==> src/rtl/jk_excitation_driver.sv <==
// JK excitation driver: turns target next-Q values into one-cycle J/K drives,
// then checks the driven flop's Q and keeps mismatch statistics.
module jk_excitation_driver #(
  parameter int unsigned DC_MODE   = 0,
  parameter int unsigned ERR_CNT_W = 8
) (
  input  logic                 clk,
  input  logic                 rst,
  input  logic                 tgt_valid,
  input  logic                 tgt_q,
  output logic                 tgt_ready,
  output logic                 j,
  output logic                 k,
  input  logic                 q_fb,
  input  logic                 clr_err,
  output logic                 done_valid,
  output logic                 mismatch,
  output logic [ERR_CNT_W-1:0] err_cnt,
  output logic                 sticky_err,
  output logic                 busy
);

  typedef enum logic [1:0] {
    IDLE  = 2'd0,
    DRIVE = 2'd1,
    CHECK = 2'd2
  } state_e;

  localparam logic DC = (DC_MODE != 0);
  localparam logic [ERR_CNT_W-1:0] CNT_MAX = '1;
  localparam logic [ERR_CNT_W-1:0] CNT_ONE = ERR_CNT_W'(1);

  state_e               state_q, state_d;
  logic                 tq_q, tq_d;
  logic                 j_q, j_d;
  logic                 k_q, k_d;
  logic                 done_q, done_d;
  logic                 mis_q, mis_d;
  logic [ERR_CNT_W-1:0] cnt_q, cnt_d;
  logic                 stk_q, stk_d;
  logic                 err_fire;

  assign err_fire = (state_q == CHECK) && (q_fb != tq_q);

  always_comb begin
    state_d = state_q;
    tq_d    = tq_q;
    j_d     = 1'b0;
    k_d     = 1'b0;
    done_d  = 1'b0;
    mis_d   = 1'b0;
    unique case (state_q)
      IDLE: begin
        if (tgt_valid) begin
          tq_d    = tgt_q;
          // Excitation table; the don't-care side takes DC
          j_d     = q_fb ? DC : tgt_q;
          k_d     = q_fb ? ~tgt_q : DC;
          state_d = DRIVE;
        end
      end
      DRIVE: state_d = CHECK;
      CHECK: begin
        done_d  = 1'b1;
        mis_d   = err_fire;
        state_d = IDLE;
      end
      default: state_d = IDLE;
    endcase
  end

  always_comb begin
    cnt_d = cnt_q;
    stk_d = stk_q;
    if (clr_err) begin
      cnt_d = err_fire ? CNT_ONE : '0;
      stk_d = err_fire;
    end else if (err_fire) begin
      cnt_d = (cnt_q == CNT_MAX) ? cnt_q : cnt_q + CNT_ONE;
      stk_d = 1'b1;
    end
  end

  always_ff @(posedge clk or negedge rst) begin
    if (!rst) begin
      state_q <= IDLE;
      tq_q    <= 1'b0;
      j_q     <= 1'b0;
      k_q     <= 1'b0;
      done_q  <= 1'b0;
      mis_q   <= 1'b0;
      cnt_q   <= '0;
      stk_q   <= 1'b0;
    end else begin
      state_q <= state_d;
      tq_q    <= tq_d;
      j_q     <= j_d;
      k_q     <= k_d;
      done_q  <= done_d;
      mis_q   <= mis_d;
      cnt_q   <= cnt_d;
      stk_q   <= stk_d;
    end
  end

  assign tgt_ready  = (state_q == IDLE);
  assign busy       = (state_q != IDLE);
  assign j          = j_q;
  assign k          = k_q;
  assign done_valid = done_q;
  assign mismatch   = mis_q;
  assign err_cnt    = cnt_q;
  assign sticky_err = stk_q;

endmodule

==> config.mk <==
export PLATFORM = sky130hd
export DESIGN_NAME = jk_excitation_driver
export DESIGN_NICKNAME = d
export VERILOG_FILES = /design/src/rtl/jk_excitation_driver.sv
export SDC_FILE = /design/constraint.sdc
export NUM_CORES = 1
export LEC_CHECK = 0
export ABC_AREA = 1
export CAP_MARGIN = 10
export CORE_UTILIZATION = 49
export DETAILED_ROUTE_END_ITERATION = 7
export PLACE_DENSITY = 0.88
export SYNTH_ARGS = -nofsm -noshare
export SYNTH_HDL_FRONTEND = slang
export SYNTH_SLANG_ARGS = --single-unit
export TNS_END_PERCENT = 10
==> constraint.sdc <==
create_clock -name clk -period 2 [get_ports clk]
set_input_delay 0.5 -clock clk [delete_from_list [all_inputs] [get_ports clk]]
set_output_delay 0.5 -clock clk [all_outputs]
set_load 0.03 [all_outputs]
==> impl_metrics.json <==
{
  "status": "finished, final reports clean",
  "maxSlewViolCount": 0,
  "power_leakage_nw": 0.500,
  "finalHoldViolations": 0,
  "cts_hold_buf": 0,
  "hp-class": "reg -> reg",
  "worst_slew_pin_slew_ns": 0.312,
  "place_inst": 129,
  "antenna_cells": 0,
  "synth_cell_type_count": 18,
  "crit_path_cell_trace": "clkdlybuf4s50_1",
  "rows": 13,
  "nets": 126,
  "cts.sinks": 16,
  "power.total_w": 0.000792,
  "htreeDepth": 1,
  "syn_area_per_cell_um2": 8.27,
  "instances_no_fill": 133,
  "ys_seq_area_share_pct": 52.0,
  "timing.hold.ws_ns": 0.454,
  "final_common_cell": "nand2_1",
  "core_area_um2": 1380,
  "finalCriticalPeriod_ns": 1.95,
  "initial_core_util_pct": 55.7,
  "routed_wl_um": 1630,
  "final_util_pct": 74.2,
  "syn-num-nets": 100,
  "finalWeightedCongestion": 0.822,
  "avgViaCountPerCell": 5.14,
  "skew_ns": 0.00122,
  "rsz0062_at_grt": "false",
  "clk-insertion-delay-late_ns": 0.29,
  "grt_max_degree": 17,
  "grt_pass1_vias": 654,
  "cts-root-buf": "clkbuf_4",
  "ys_seq_elements": 16,
  "drtPass1Iterations": 4,
  "cp_num_buf_inv": 1,
  "slew_headroom_pct": 79.1,
  "ant_nets": 0,
  "cts.clk_slew.worst_paths_ns": 0.10,
  "crit_path_start_kind": "register",
  "die_x_um": 41.6,
  "final_cell_mix": "nand2_1 (26), clkdlybuf4s50_1 (18), dfrtp_1 (16), inv_1 (14), nor2_1 (10)",
  "period_share_pct": 97.7,
  "drc": 0,
  "vias": 684,
  "syn_to_final_growth_pct": 33.3,
  "arrival_ns": 1.45,
  "critical-path-top-delay-family": "buffers and inverters",
  "cts_setup_buffers": 0,
  "maxCapViolCount": 0,
  "drive_gt1_share_pct": 11.9,
  "grt_pass1_wl_um": 2810,
  "syn_area_um2": 769,
  "critPathKind": "reg -> out",
  "drt-wirelength-per-cell_um": 12.3,
  "fmax_mhz": 512,
  "num_io_pins": 21,
  "fp.dieH_um": 41.6,
  "grt_overflow": 0,
  "antenna_found_initial": 0,
  "ir_worst_vdd_uv": 500,
  "synth_cells": 93,
  "endpoint_kind": "primary output",
  "powerDensity_nw_per_um2": 771,
  "max_stage_delay_ns": 0.70,
  "cts_tree": "yes",
  "required_ns": 1.50,
  "finalSetupViolations": 0,
  "track_usage_pct": 22.0,
  "critPathSlowestCell": "clkdlybuf4s50_1",
  "cts.path.max_buffers": 2,
  "dieArea_um2": 1730,
  "synth_warnings": 0,
  "fin_tns_setup_ns": 0,
  "drt_iter0_drc": 15,
  "critPathMaxFanout": 6,
  "port_buffers": 20,
  "cts_made_buffers": 3,
  "dp_hpwl_um": 1180
}
-- final timing paths --
check                            from          to  slack, ns  cells past startpoint
max                        err_cnt[2]  err_cnt[2]       0.05                      1
min                        state_q[1]  state_q[1]       0.45                      1
max reg2reg                err_cnt[0]  err_cnt[6]       0.52                      7
min reg2reg                state_q[1]  state_q[1]       0.45                      1
max in group asynchronous         rst  state_q[0]       1.32                      2
min in group asynchronous         rst           j       0.51                      2
-- synth_stat cells, drive strengths merged --
| cell | count | area [um2] |
|---|---|---|
| nand2 | 28 | 110 |
| dfrtp | 16 | 400 |
| inv | 14 | 52.6 |
| nor2 | 12 | 55.1 |
| nand3 | 8 | 45.0 |
| o21ai | 8 | 51.3 |
| a21oi | 2 | 10.0 |
| buf | 1 | 11.3 |
| ha | 1 | 12.5 |
| nor3 | 1 | 5.00 |
| o211ai | 1 | 7.51 |
| xnor2 | 1 | 8.76 |
-- what timing repair did --
action	4_1_cts	5_1_grt
endpoints found under the hold margin	0	0
gates resized for setup	2	0
endpoints found under the setup margin	2	0
-- stage by stage --
| step | cell area [um2] | setup slack, ns |
|---|---|---|
| detailed placement | 992 | 0.150 |
| global placement | 992 | 0.214 |
| finish | 1030 | 0.0455 |
| floorplan | 769 | 0.345 |
| CTS | 1030 | 0.0437 |
| global route | 1030 | 0.0116 |
-- state kept, by name, summed over array words and instances (netlist names) --
| register | count |
|---|---|
| err_cnt | 8 |
| state_q | 2 |
| done_valid | 1 |
| j | 1 |
| k | 1 |
| mismatch | 1 |
| sticky_err | 1 |
| tq_q | 1 |
-- power by group --
part	switching, W	internal, W
Clock	0.000110	0.000111
Combinational	0.000121	0.0000730
Sequential	0.0000241	0.000352
Total	0.000255	0.000536
-- logic make-up (layout without fill, tap and decap cells) --
group / Yosys count / after routing / share of synthesized area, %
flip-flops: 16 / 16 / 52.0
XOR/XNOR: 1 / 1 / 1.14
AO/OA/AOI/OAI: 11 / 11 / 8.94
AND/OR/NAND/NOR: 49 / 49 / 28.0
adder cells (fa/ha/maj): 1 / 1 / 1.63
buffers and inverters: 15 / 40 / 8.29
-- final cells by class --
cell class	instances	area, um2
flip-flops and latches	16	400
fillers	99	357
multi-input cells	62	305
repair buffers	22	213
inverters	14	52.6
clock buffers	4	36.3
well taps	15	18.8
-- metal layers --
| layer | track usage [%] | part of all wire [%] | up-vias |
|---|---|---|---|
| met5 | 0 | 0 | - |
| met2 | 34.4 | 49 | 16 |
| met3 | 3.91 | 3.7 | 4 |
| met1 | 28.2 | 45 | 325 |
| met4 | 13.5 | 2.5 | 0 |
| li1 | - | - | 339 |
Note: power is estimated with default switching activity, not from simulation.
